## src/rtl/alu_lock_arbiter_pkg.sv

```systemverilog
// alu_lock_arbiter_pkg: shared types and helpers for the ALU lock arbiter
package alu_lock_arbiter_pkg;
  localparam int IDX_W = 8;
  typedef struct packed {
    logic             valid;
    logic [IDX_W-1:0] idx;
  } alu_owner_t;
  function automatic int w_of(input int n);
    return (n > 1) ? $clog2(n) : 1;
  endfunction
  localparam int ALU_W = w_of(2);
  localparam int SIC_W = w_of(4);
  // Shifting the difference left puts the id-width sign bit at bit 31, so wrap is handled for any w.
  function automatic logic is_older(input logic [31:0] id_a, input logic [31:0] id_b,
                                    input int idx_a, input int idx_b, input int w = 8);
    logic [31:0] d;
    d = (id_a - id_b) << (32 - w);
    return d[31] || (d == '0 && idx_a < idx_b);
  endfunction
endpackage

```

## src/rtl/alu_lock_arbiter_age_select.sv

```systemverilog
// alu_age_select: combinational pick of the oldest candidate in a mask
module alu_age_select
  import alu_lock_arbiter_pkg::*;
#(
  parameter  int NUM_SICS = 4,
  parameter  int ID_WIDTH = 8,
  localparam int SEL_W    = w_of(NUM_SICS)
) (
  input  logic [NUM_SICS-1:0]          mask_i,
  input  logic [NUM_SICS*ID_WIDTH-1:0] ids_i,
  output logic                         valid_o,
  output logic [SEL_W-1:0]             idx_o
);
  always_comb begin
    valid_o = 1'b0;
    idx_o   = '0;
    for (int i = 0; i < NUM_SICS; i++)
      if (mask_i[i] && (!valid_o || is_older(32'(ids_i[i*ID_WIDTH +: ID_WIDTH]),
                                             32'(ids_i[int'(idx_o)*ID_WIDTH +: ID_WIDTH]),
                                             i, int'(idx_o), ID_WIDTH))) begin
        valid_o = 1'b1;
        idx_o   = SEL_W'(i);
      end
  end
endmodule

```

## src/rtl/alu_lock_arbiter.sv

```systemverilog
// alu_lock_arbiter: age-ordered lock allocation of a shared ALU pool to SIC units
module alu_lock_arbiter
  import alu_lock_arbiter_pkg::*;
#(
  parameter  int NUM_SICS = 4,
  parameter  int NUM_ALUS = 2,
  parameter  int ID_WIDTH = 8,
  localparam int AW       = w_of(NUM_ALUS),
  localparam int SW       = w_of(NUM_SICS)
) (
  input  logic                         clk,
  input  logic                         rst,
  input  logic [NUM_SICS-1:0]          req,
  input  logic [NUM_SICS*ID_WIDTH-1:0] req_issue_id,
  input  logic [NUM_SICS-1:0]          release_lock,
  output logic [NUM_SICS-1:0]          grant,
  output logic [NUM_SICS*AW-1:0]       alu_sel,
  output logic [NUM_ALUS-1:0]          owner_valid,
  output logic [NUM_ALUS*SW-1:0]       owner_idx
);
  alu_owner_t          own_q [NUM_ALUS];
  alu_owner_t          own_d [NUM_ALUS];
  logic [NUM_SICS-1:0] owns, cand;
  logic [NUM_SICS-1:0] mask [NUM_ALUS];
  logic [NUM_ALUS-1:0] sel_v;
  logic [SW-1:0]       sel_idx [NUM_ALUS];
  int                  cnt;

  always_comb begin
    owns    = '0;
    alu_sel = '0;
    for (int k = 0; k < NUM_ALUS; k++)
      for (int i = 0; i < NUM_SICS; i++)
        if (own_q[k].valid && own_q[k].idx == IDX_W'(i)) begin
          owns[i] = 1'b1;
          if (req[i]) alu_sel[i*AW +: AW] = AW'(k);
        end
  end

  assign grant   = req & owns;
  assign cand    = req & ~release_lock & ~owns;
  assign mask[0] = cand;

  // Stage j serves the j-th lowest free ALU; later stages skip earlier picks.
  for (genvar j = 0; j < NUM_ALUS; j++) begin : g_sel
    alu_age_select #(.NUM_SICS(NUM_SICS), .ID_WIDTH(ID_WIDTH)) u_sel (
      .mask_i (mask[j]),
      .ids_i  (req_issue_id),
      .valid_o(sel_v[j]),
      .idx_o  (sel_idx[j])
    );
    if (j + 1 < NUM_ALUS) begin : g_nx
      assign mask[j+1] = mask[j] & ~(NUM_SICS'(sel_v[j]) << sel_idx[j]);
    end
  end

  always_comb begin
    cnt = 0;
    for (int k = 0; k < NUM_ALUS; k++) begin
      own_d[k] = own_q[k];
      if (own_q[k].valid) begin
        if (release_lock[own_q[k].idx[SW-1:0]] || !req[own_q[k].idx[SW-1:0]]) own_d[k] = '0;
      end else begin
        if (sel_v[cnt]) own_d[k] = '{valid: 1'b1, idx: IDX_W'(sel_idx[cnt])};
        cnt++;
      end
    end
  end

  always_ff @(posedge clk or posedge rst)
    if (rst) own_q <= '{default: '0};
    else     own_q <= own_d;

  for (genvar k = 0; k < NUM_ALUS; k++) begin : g_out
    assign owner_valid[k]          = own_q[k].valid;
    assign owner_idx[k*SW +: SW]   = own_q[k].idx[SW-1:0];
  end
endmodule

```

## config.mk

```make
export PLATFORM = sky130hd
export DESIGN_NAME = alu_lock_arbiter
export DESIGN_NICKNAME = d
export VERILOG_FILES = /design/src/rtl/alu_lock_arbiter_pkg.sv /design/src/rtl/alu_lock_arbiter_age_select.sv /design/src/rtl/alu_lock_arbiter.sv
export SDC_FILE = /design/constraint.sdc
export NUM_CORES = 1
export LEC_CHECK = 0
export ABC_AREA = 1
export CAP_MARGIN = 20
export CORE_AREA = 4 4 85 55
export CTS_CLUSTER_DIAMETER = 100
export CTS_CLUSTER_SIZE = 25
export DETAILED_ROUTE_END_ITERATION = 16
export DIE_AREA = 0 0 89 59
export PLACE_DENSITY = 0.82
export SYNTH_ARGS = -nofsm -noshare
export SYNTH_HDL_FRONTEND = slang
export SYNTH_SLANG_ARGS = --single-unit
```

## constraint.sdc

```tcl
create_clock -name clk -period 14.6 [get_ports clk]
set_clock_uncertainty 0.2 [all_clocks]
set_input_delay 1.46 -clock clk [delete_from_list [all_inputs] [get_ports clk]]
set_output_delay 1.46 -clock clk [all_outputs]
set_load 0.05 [all_outputs]
```

Yosys cells after proc, flatten, opt, wreduce, memory -nomap -nowiden
Index checks and enable logic that the tools add are counted.
Storage, ports and cells
  bits in registers: 18
  bits in latches: 0
  bits in writable memories: 0
  ROM bits: 0
  output and inout bits: 14
  logic and storage cells: 129
  memories: 0
Cells by class
  add/subtract/negate cells: 5
  multiply operators: 0
  div/mod/pow operators: 0
  order comparisons: 6
  equality and inequality tests: 8
  shifts and indexed selects: 5
  multiplexer cells: 51
  bitwise operators: 8
  reductions and logical operators: 42
Operators with widths (count)
  $shiftx A32 B6 Y8: 4
  $logic_not A32 Y1: 2
  $mux W9: 6
  $sub A8 B8 Y8: 5
  $mux W1: 34
  $eq A8 B2 Y1 const B: 4
  $ge A32 B2 Y1 const B: 1
  $lt A32 B3 Y1 const B: 1
  $not A32 Y32: 1
  $and A4 B4 Y4: 4
  $eq A8 B1 Y1 const B: 2
  $logic_and A1 B1 Y1: 16
  $logic_not A8 Y1: 2
  $mux W2: 7
  $not A4 Y4: 3
  $logic_or A1 B1 Y1: 10
  $bmux W1 S2: 4
  $logic_not A1 Y1: 8
  $lt A2 B3 Y1 const B: 2
  $lt A2 B2 Y1 const A: 2
  $ne A2 B1 Y1 const B: 2
  $reduce_and A2 Y1: 2
  $reduce_bool A2 Y1: 2
  $shl A1 B2 Y4: 1

Depth between registers and ports, before layout
Gate-level depths: netlist (run 1).
  word-level depth: 50
  depth in mapped cells: 67

Hierarchy
From an unflattened synthesis (run 1), not the netlist that was laid out.
Unflattened totals
  cells, all modules: 403
  area total of the unflattened synthesis: 2235.9 um^2
By module, submodules not included
  alu_age_select: instances 2, cells each 145, area each 789.5 um^2, sequential area each 0.0 um^2
  alu_lock_arbiter: instances 1, cells each 113, area each 656.9 um^2, sequential area each 150.1 um^2

Worst setup path after synthesis (run 1)
Ideal clock, no wire load.
  path kind: input-to-reg
  from: input port req_issue_id[6]
  to: register own_q (netlist bit owner_idx[2])
  setup time: 116 ps
  data arrival time: 8290 ps
  data required time: 14284 ps
  path slack: 5994 ps
  cell stages on the path: 57
  path buffers: 4
  path through: inv_1 ha_1 nand2_1 inv_1 a21oi_1 nand2_1 nand2_1 nand3_4 nand2_4 clkbuf_1 nand2_1 o21ai_0 ha_1 a21oi_1 nor2_1 a211oi_1 nand2_1 nand2_1 [... 21 more ...] nand2_1 nand2_1 nand3_2 nand2_4 clkbuf_1 nand2_1 o21ai_1 ha_1 a21oi_1 nor2_1 a211oi_1 nand2_1 nand2_1 nand3_1 nand2_1 nand2_1 nand2_1 nand2_1
Between the ends
  longest elaborated chain between the ends: 43
  elaborated cells between the ends (all ways): 60
RTL lines
  start: declaration: line alu_lock_arbiter.sv:14  | input logic [NUM_SICS*ID_WIDTH-1:0] req_issue_id,
  $sub A8 B8 Y8: line alu_lock_arbiter_pkg.sv:17  | d = (id_a - id_b) << (32 - w);
  $logic_or A1 B1 Y1: line alu_lock_arbiter_age_select.sv:18  | if (mask_i[i] && (!valid_o || is_older(32'(ids_i[i*ID_WIDTH +: ID_WIDTH]),
  $logic_and A1 B1 Y1: line alu_lock_arbiter_age_select.sv:18
  $mux W1: line alu_lock_arbiter_age_select.sv:18
  $shiftx A32 B6 Y8: line alu_lock_arbiter_age_select.sv:19  | 32'(ids_i[int'(idx_o)*ID_WIDTH +: ID_WIDTH]),
  $sub A8 B8 Y8: line alu_lock_arbiter_pkg.sv:17
  $logic_not A32 Y1: line alu_lock_arbiter_pkg.sv:18  | return d[31] || (d == '0 && idx_a < idx_b);
  $logic_and A1 B1 Y1: line alu_lock_arbiter_pkg.sv:18
  [... 25 more ...]
  $shiftx A32 B6 Y8: line alu_lock_arbiter_age_select.sv:19
  $sub A8 B8 Y8: line alu_lock_arbiter_pkg.sv:17
  $logic_or A1 B1 Y1: line alu_lock_arbiter_age_select.sv:18
  $logic_and A1 B1 Y1: line alu_lock_arbiter_age_select.sv:18
  $mux W2 or $mux W1 (tied branches): line alu_lock_arbiter_age_select.sv:18
  $mux W2 (not written as such) or $mux W1 (tied branches) (3 in a row): line alu_lock_arbiter.sv:64  | if (sel_v[cnt]) own_d[k] = '{valid: 1'b1, idx: IDX_W'(sel_idx[cnt])};
  $mux W9 or $reduce_bool A2 Y1 (tied branches)
  $mux W9 or $reduce_and A2 Y1 (tied branches)
  end signal: assignment: line alu_lock_arbiter.sv:72  | else own_q <= own_d;
  end: declaration: line alu_lock_arbiter.sv:21  | alu_owner_t own_q [NUM_ALUS];
Several ways; a longest one is shown, not always the timed one. The select of a mux whose other input is x is not followed.
A chain may end at the register's enable or synchronous reset.

Worst setup path after layout (run 1)
Ends and elaborated chain as after synthesis.

==> results of run 1 <==
==> sequential cells by signal, summed over array words and instances, names as in the netlist <==
name,count
owner_idx,4
owner_valid,2
==> power by group through the flow <==
| stage | registers [mW] | clock network [mW] | logic [mW] |
|---|---|---|---|
| 2_1_floorplan | 0.0570 | 0 | 0.182 |
| 3_3_place_gp | 0.0423 | 0 | 0.261 |
| 3_5_place_dp | 0.0428 | 0 | 0.267 |
| 4_1_cts | 0.0427 | 0.0248 | 0.270 |
| 5_1_grt | 0.0453 | 0.0265 | 0.302 |
| 6_report | 0.0440 | 0.0249 | 0.273 |
==> logic make-up (layout without fill, tap and decap cells) <==
logic type,Yosys count,in the layout
AO/OA/AOI/OAI,66,66
XOR/XNOR,1,1
adder cells (fa/ha/maj),30,30
buffers and inverters,61,112
flip-flops,6,6
AND/OR/NAND/NOR,184,184
==> per-layer routing <==
layer	part of all wire	vias to the layer above
met4	0.0027	0
met2	0.40	127
li1	-	1250
met5	0	-
met3	0.12	2
met1	0.48	1052
==> worst paths after layout <==
path	endpoint	cells after the start
setup / recovery	owner_idx[2]$_DFFE_PP0P_	53
hold / removal	owner_idx[2]$_DFFE_PP0P_	2
setup reg to reg	owner_idx[2]$_DFFE_PP0P_	49
hold reg to reg	owner_idx[2]$_DFFE_PP0P_	2
max in group asynchronous	owner_idx[0]$_DFFE_PP0P_	2
min in group asynchronous	owner_idx[2]$_DFFE_PP0P_	2
==> cell usage in the layout, fill, tap and decap left out, types with 7 or more instances in the layout <==
cell	Yosys	routed
sky130_fd_sc_hd__nor2_1	24	24
sky130_fd_sc_hd__nand3_1	23	23
sky130_fd_sc_hd__clkdlybuf4s50_1	0	55
sky130_fd_sc_hd__nand2_1	112	112
sky130_fd_sc_hd__ha_1	30	30
sky130_fd_sc_hd__o21ai_0	24	24
sky130_fd_sc_hd__a21oi_1	16	16
sky130_fd_sc_hd__inv_1	47	47
sky130_fd_sc_hd__o21ai_1	7	7
==> cell usage after synthesis, types with 3 or more instances <==
cell	count
sky130_fd_sc_hd__nand2_2	4
sky130_fd_sc_hd__nand2_4	5
sky130_fd_sc_hd__nor3_1	3
sky130_fd_sc_hd__dfrtp_1	6
sky130_fd_sc_hd__o21ai_2	4
sky130_fd_sc_hd__a211oi_1	4
sky130_fd_sc_hd__inv_1	47
sky130_fd_sc_hd__a21oi_1	16
sky130_fd_sc_hd__nand2_1	112
sky130_fd_sc_hd__o21ai_0	24
sky130_fd_sc_hd__nand3_1	23
sky130_fd_sc_hd__o21ai_1	7
sky130_fd_sc_hd__nor2_1	24
sky130_fd_sc_hd__ha_1	30
sky130_fd_sc_hd__nand3_2	5
sky130_fd_sc_hd__inv_2	6
sky130_fd_sc_hd__clkbuf_1	4
sky130_fd_sc_hd__o22ai_1	4
==> worst max-delay path: cells and delay by family <==
kind	cells	cell delay, ns
and+or+nand+nor	33	3.07
AOI/OAI and AO/OA	12	2.74
adders and majority gates	5	1.52
buffers and inverters	3	0.57
==> stage by stage <==
| stage | util | setup WS (ns) |
|---|---|---|
| CTS | 0.6695 | 5.172 |
| global placement | 0.6590 | 5.218 |
| finish | 0.6695 | 5.125 |
| floorplan | - | 5.994 |
| global route | 0.6695 | 4.287 |
| detailed placement | 0.6590 | 5.005 |
==> layout make-up <==
type / count / area (um^2)
Multi-Input combinational cell: 281 / 1630
Fill cell: 380 / 1303
Timing Repair Buffer: 55 / 550.5
Inverter: 54 / 203.9
Sequential cell: 6 / 150.1
Tap cell: 50 / 62.56
Clock buffer: 3 / 41.29
==> results list, run 1 <==
- The run finished with clean final reports.
- The biggest area contributor in the post-synthesis netlist is sky130_fd_sc_hd__nand2_1.
- Cell Area, Placed: 0.002597 mm^2
* Max-Cap Viols: 0
- The number of global-route vias before repair is around 2,200.
- The worst register-to-register path begins at owner_idx[3]$_DFFE_PP0P_.
* Count of pins on the block boundary: 56
* Wire length of the first global-routing pass: between 9 and 10 mm
- Yosys printed 0 warnings.
- The floorplan has 18 rows.
- For this run, design rule violations remaining after detail routing come to 0.
- Of the total synthesized cell area, the portion taken by XOR and XNOR cells is 0.004324.
* Cell leakage power: 1.381 nW
* Clock Power Share: 0.073
* Count of cell types in the netlist: 36
- Proportion of synthesized area in mux cells: 0
- Register area share after synthesis: 0.07412
* Full die area: 0.005251 mm^2
* Maximum clock rate: 105.5 MHz
* Period utilisation layout: 0.6489
* FFs w/ async S/R, synth: 1.000
* Total of cells resized after clock tree synthesis: 0
- Global-route congestion overflow total: 0
* Area grow syn2layout: 30.27%
* Net count, final: 473
* Root buffer selected by CTS: sky130_fd_sc_hd__clkbuf_8
* Start-to-end type of the worst setup path: input port to register
- Counting every net in the synthesized netlist gives 420.
- Wire length per cell after detailed routing: 13.33 um
- In this run the number of H-tree levels came out at 1.
- Kind of launch point of the worst setup path: input port
- Synthesis produced a netlist whose cell count is 348.
- Along the worst path, the maximum fanout reaches 17.
- Final worst path period need: 9.475 ns
- Entering global routing, the biggest net connects 18 pins.
- At the pin with the least slew margin, the transition time is 0.6239 ns.
- Dividing the detail-routed via count by the number of cells gives around 5.4.
* Area of the core: between 0.003 and 0.004 mm^2
- Via count: 2,431
* Classification of the worst-slack hold path: register to register
- TritonCTS built the clock tree.
- The clock passes through at most 2 buffers.
- The cell area that synthesis handed to floorplanning was 0.002026 mm^2.
- Number of buffers inserted by port buffering: 55
* Fin. max-slew vios: 0
* Post-synth EDFFs: 0
* Switching share of power: 0.6001
- After routing the design area is ~0.0026 mm^2.
* Net switching power of the design: between 0.2 and 0.25 mW
- 0 antenna diodes ended up in the layout.
- Number of optimization iterations in the first detailed-route pass: 6
- Buffers inserted to repair hold after CTS numbered 0.
- Global-route met2 utilization: 0.3372
- Headroom to the max-slew limit came out at 0.5808.
* Die width: 89 um
* Antenna viol nets, final: 0
- Clock latency on the worst-skew pair: 0.22 ns
- Cell repeated most along the worst path: sky130_fd_sc_hd__nand2_1
- Iteration-0 DRC count of the detailed router: 280
* Reg clk slew, reported paths: 0.04 ns
* Adder-cell share of the synthesized area: 0.1853
- Most used flip-flop cell after synthesis: sky130_fd_sc_hd__dfrtp_1
* Logic gate share of total power: 0.799
- Final setup viols: 0
- The initial antenna violation count came to 0.
- Cell types occupying the most area after synthesis: sky130_fd_sc_hd__nand2_1, sky130_fd_sc_hd__ha_1, sky130_fd_sc_hd__inv_1
* Die height: slightly below 60 um
* Maximum single-stage delay on the critical path: roughly 0.45 ns
* Number of clock sinks seen by CTS: 6
- Overall Global Routing Usage: 0.2337
* Total Routed Length: 5.987 mm
- STA puts the critical path data required time at 14.51 ns.
- Buffers added to address setup during post-CTS repair amount to 0.
- Final hold vios: 0
- Power share of the sequential group: 0.129
- Effective utilization at floorplan: 0.5140
- Of the total synthesized cell area, the portion taken by AND, OR, NAND and NOR gates is 0.4237.
- The number of clock buffers added by TritonCTS is 3.
* Inst Count DP: about 450
* Fraction of synthesized cell area taken by the top area cell type: 0.2075
* Unrepaired setup endpoints after global routing: false
- Setup slack of the worst register-to-register path: roughly 6.7 ns
- Worst-case vdd ir drop: between 0.1 and 0.15 mV
- Layout Cells excl Fill: 449
- Fraction of layout cells with a size suffix above 1: 0.09023
* Met1 Use GR: 0.3631
- Data on the critical path arrives at its endpoint at roughly 9.4 ns.
- Combinational family with the most area after synthesis: simple AND/OR/NAND/NOR gates
* Average cell area after synthesis: 5.821 um^2
- In this run the power density over the cells is about 130 mW/mm^2.
* Number of flip-flops and latches in the synthesized netlist: 6
- The fraction of the mapped netlist area in compound gates is 0.1915.
- RD Place Congestion: 0.9233
* Crit end category: register
- Total power for the finished layout comes to around 0.34 mW.
* Internal power component: about 0.14 mW
- Total Neg Setup Slack: 0 ns
* Total half-perimeter wirelength after legalization and detailed placement: roughly 5 mm
- The global routing stage identified its most utilized layer as met1.
* Global Route met3 Usage: 0.05278
- Worst hold margin: between 0.4 and 0.5 ns
* Start point of the critical path: req_issue_id[6]
- In this run the most critical hold path is launched from owner_idx[2]$_DFFE_PP0P_.
- The slowest stage of the critical path belongs to the cell sky130_fd_sc_hd__clkdlybuf4s50_1.
No activity file was read; power rests on OpenSTA's default activity.
==> inputs of run 2 (changes only) <==
Settings changed: CORE_AREA 4 4 85 55 to 4 4 88 57, DIE_AREA 0 0 89 59 to 0 0 92 61, PLACE_DENSITY 0.82 to 0.76.
Clock period 14.6 ns to 9.82 ns, I/O delays scaled along.
==> run 2 against run 1 <==
Effect of this change: wire length rose by 0.22%; cell count grew 2.2%; die area increased by 6.9%; clock-buffer cell count is the same; cell area increased by 0.47%; sequential power up 48%; clock power increased by 50%; setup slack lost 4.0 ns; largest power group unchanged; largest cell class unchanged; non-clock buffer count unchanged; highest routed layer is now met3; flip-flop and latch count unchanged; critical path type unchanged; first-iteration DRC count down 20%.
==> results list, run 2 (synthesis results as in run 1) <==
- The routed via count is 2,379 (was 2,431).
- Deepest level of the CTS H-tree: 1 (unchanged)
* Unrepaired setup endpoints after global routing: false (unchanged)
- Met1 Use GR: 0.3629 (was 0.3631)
* Total half-perimeter wirelength after legalization and detailed placement: 5.209 mm (was 5.099 mm)
- Of the available clock period, the critical path in the final layout requires 0.8889.
- The number of fill cells in the layout was 385 (was 380).
* Clock latency on the worst-skew pair: 0.22 ns (about the same)
* Number of optimization iterations in the first detailed-route pass: 5 (was 6)
- The worst-case hold slack was 0.5261 ns (was 0.4880 ns).
- Full die area: 0.005612 mm^2 (was 0.005251 mm^2)
* CTS buffer count: 3 (unchanged)
- The chip width is 92 um (was 89 um).
* Layout Cells excl Fill: 459 (was 449)
- The die height was 61 um (was 59 um).
- The actual slew at the worst max-slew pin is 0.5586 ns (was 0.6239 ns).
* Global-route congestion overflow total: 0 (unchanged)
* Net switching power of the design: 0.3052 mW (was 0.2054 mW)
* Maximum clock rate: 114.6 MHz
- Highest-count cells in the layout ignoring fill and taps: sky130_fd_sc_hd__nand2_1, sky130_fd_sc_hd__clkdlybuf4s50_1, sky130_fd_sc_hd__inv_1 (unchanged)
- Fraction of layout cells with a size suffix above 1: 0.09023 (unchanged)
- The net switching share of the total power came to 0.6003 (was 0.6001).
* Count of unresolved DRC violations after routing: 0 (unchanged)
* Inst Count DP: 456 (was 446)
- Clock Power Share: 0.073 (about the same)
- The number of input and output port buffers inserted was 55 (unchanged).
* Classification of the worst-slack hold path: register to register (unchanged)
* Power share of the sequential group: 0.128 (was 0.129)
- The TritonCTS clock tree is done (unchanged).
- Global-route met2 utilization: 0.2915 (was 0.3372)
- The most common cell after layout, fill and taps aside was sky130_fd_sc_hd__nand2_1 (unchanged).
* CP Buf/Inv Count: 3 (unchanged)
- Logic gate share of total power: 0.799 (about the same)
- The leakage power is 1.381 nW (unchanged).
- The routability congestion estimate from global placement was 0.9371 (was 0.9233).
- Count of buffers added by post-CTS timing repair for setup: 0 (unchanged)
- Maximum single-stage delay on the critical path: 0.45 ns (about the same)
- Row count: 18 (unchanged)
- The total I/O pin count is 56 (unchanged).
- Worst Path Required: 9.73 ns (was 14.51 ns)
- Power density over cell area: 191.8 mW/mm^2 (was 129.7 mW/mm^2)
* Worst-case vdd ir drop: 0.1350 mV (was 0.1090 mV)
- Number of global-route vias before repair: 2,074 (was 2,177)
- Cell Area, Placed: 0.002610 mm^2 (was 0.002597 mm^2)
- The pin count of the biggest net entering global routing was 18 (unchanged).
- The family with the most delay on the worst path is simple AND/OR/NAND/NOR gates (unchanged).
* Slowest cell on the critical path: sky130_fd_sc_hd__clkdlybuf4s50_1 (unchanged)
- Avg Vias per Cell: 5.183 (was 5.414)
- The placeable core region came to 0.004099 mm^2 (was 0.003941 mm^2).
- Start-to-end type of the worst setup path: input port to register (unchanged)
* Effective utilization at floorplan: 0.4942 (was 0.5140)
- The utilization after layout was 0.6468 (was 0.6695).
- The max-slew violation count came to 0 (unchanged).
- The cell-internal power came to 0.2033 mW (was 0.1369 mW).
- The clock transition at the register clock pins on the worst setup and hold paths after CTS was 0.04 ns (about the same).
- The hold buffer count at cts is 0 (unchanged).
* Cell repeated most along the worst path: sky130_fd_sc_hd__nand2_1 (unchanged)
- Overall power: 0.5085 mW (was 0.3423 mW)
- Overall Global Routing Usage: 0.2185 (was 0.2337)
- Initial antenna violation count: 0 (unchanged)
- Global Route met3 Usage: 0.04213 (was 0.05278)
- The worst slack after detailed placement was 0.8794 ns (was 5.005 ns).
- Antenna viol nets, final: 0 (unchanged)
- The total wirelength of the detailed-routed design came to 6.000 mm (was 5.987 mm).
- Area grow syn2layout: 30.88% (was 30.27%)
* Number of clock sinks seen by CTS: 6 (unchanged)
- Crit end category: register (unchanged)
- Final instance area: 0.002651 mm^2 (was 0.002639 mm^2)
* Post-layout worst setup margin: 1.091 ns (was 5.125 ns)
- The busiest metal layer after global routing is met1 (unchanged).
* Total of cells resized after clock tree synthesis: 0 (unchanged)
* Antenna diodes: 0 (unchanged)
* Total Neg Setup Slack: 0 ns (unchanged)
- Headroom to the max-slew limit: 0.6247 (was 0.5808)
- Outcome: finished, final reports clean (unchanged)
- Wire length of the first global-routing pass: 9.729 mm (unchanged)
- Kind of launch point of the worst setup path: input port (unchanged)
- The maximum buffer depth of the clock tree is 2 (unchanged).
- The critical-path maximum fanout was 17 (unchanged).
- Wire length per cell after detailed routing: 13.07 um (was 13.33 um)
- The number of flip-flops in the largest register is 4 (unchanged).
* Net count, final: 473 (unchanged)
- Max-Cap Viols: 0 (unchanged)
- The routed design could run at a clock period as short as 8.729 ns.
- Critical path arrival: 8.64 ns (was 9.38 ns)
- The final hold violation count is 0 (unchanged).
* Root buffer selected by CTS: sky130_fd_sc_hd__clkbuf_8 (unchanged)
- The count of final setup violators came to 0 (unchanged).
- The iteration-0 DRC count of the detailed router came to 223 (was 280).
==> run 2: cell counts in the layout (fill, tap and decap cells not counted) <==
Identical to the previous run, type by type.
==> run 2: routing by layer <==
layer,vias to the layer above,share of wire
li1,1244,-
met1,1035,0.54
met2,100,0.37
met3,0,0.090
met4,0,0
met5,-,0
==> run 2: cell type report <==
class	count	area [um^2]	area share
Multi-Input combinational cell	281	1630	0.6149
Sequential cell	6	150.1	0.05663
Clock buffer	3	41.29	0.01557
Timing Repair Buffer	55	550.5	0.2076
Inverter	54	203.9	0.07692
Tap cell	60	75.07	0.02832
==> run 2: final timing paths <==
kind	start	end	slack, ns	depth (start not counted)
hold / removal	owner_valid[0]$_DFF_PP0_	owner_idx[1]$_DFFE_PP0P_	0.53	1
setup / recovery	req_issue_id[6]	owner_idx[2]$_DFFE_PP0P_	1.09	53
hold reg to reg	owner_valid[0]$_DFF_PP0_	owner_idx[1]$_DFFE_PP0P_	0.53	1
min in group asynchronous	rst	owner_idx[3]$_DFFE_PP0P_	0.77	2
setup reg to reg	owner_valid[0]$_DFF_PP0_	owner_idx[2]$_DFFE_PP0P_	2.17	49
max in group asynchronous	rst	owner_valid[1]$_DFF_PP0_	8.47	2
==> run 2: power by group through the flow <==
stage	registers [mW]	logic, mW	clock network, mW
after CTS	0.0635	0.401	0.0380
final	0.0649	0.406	0.0374
after detailed placement	0.0638	0.399	0
after global placement	0.0633	0.394	0
after floorplan	0.0847	0.270	0
after global routing	0.0678	0.451	0.0392
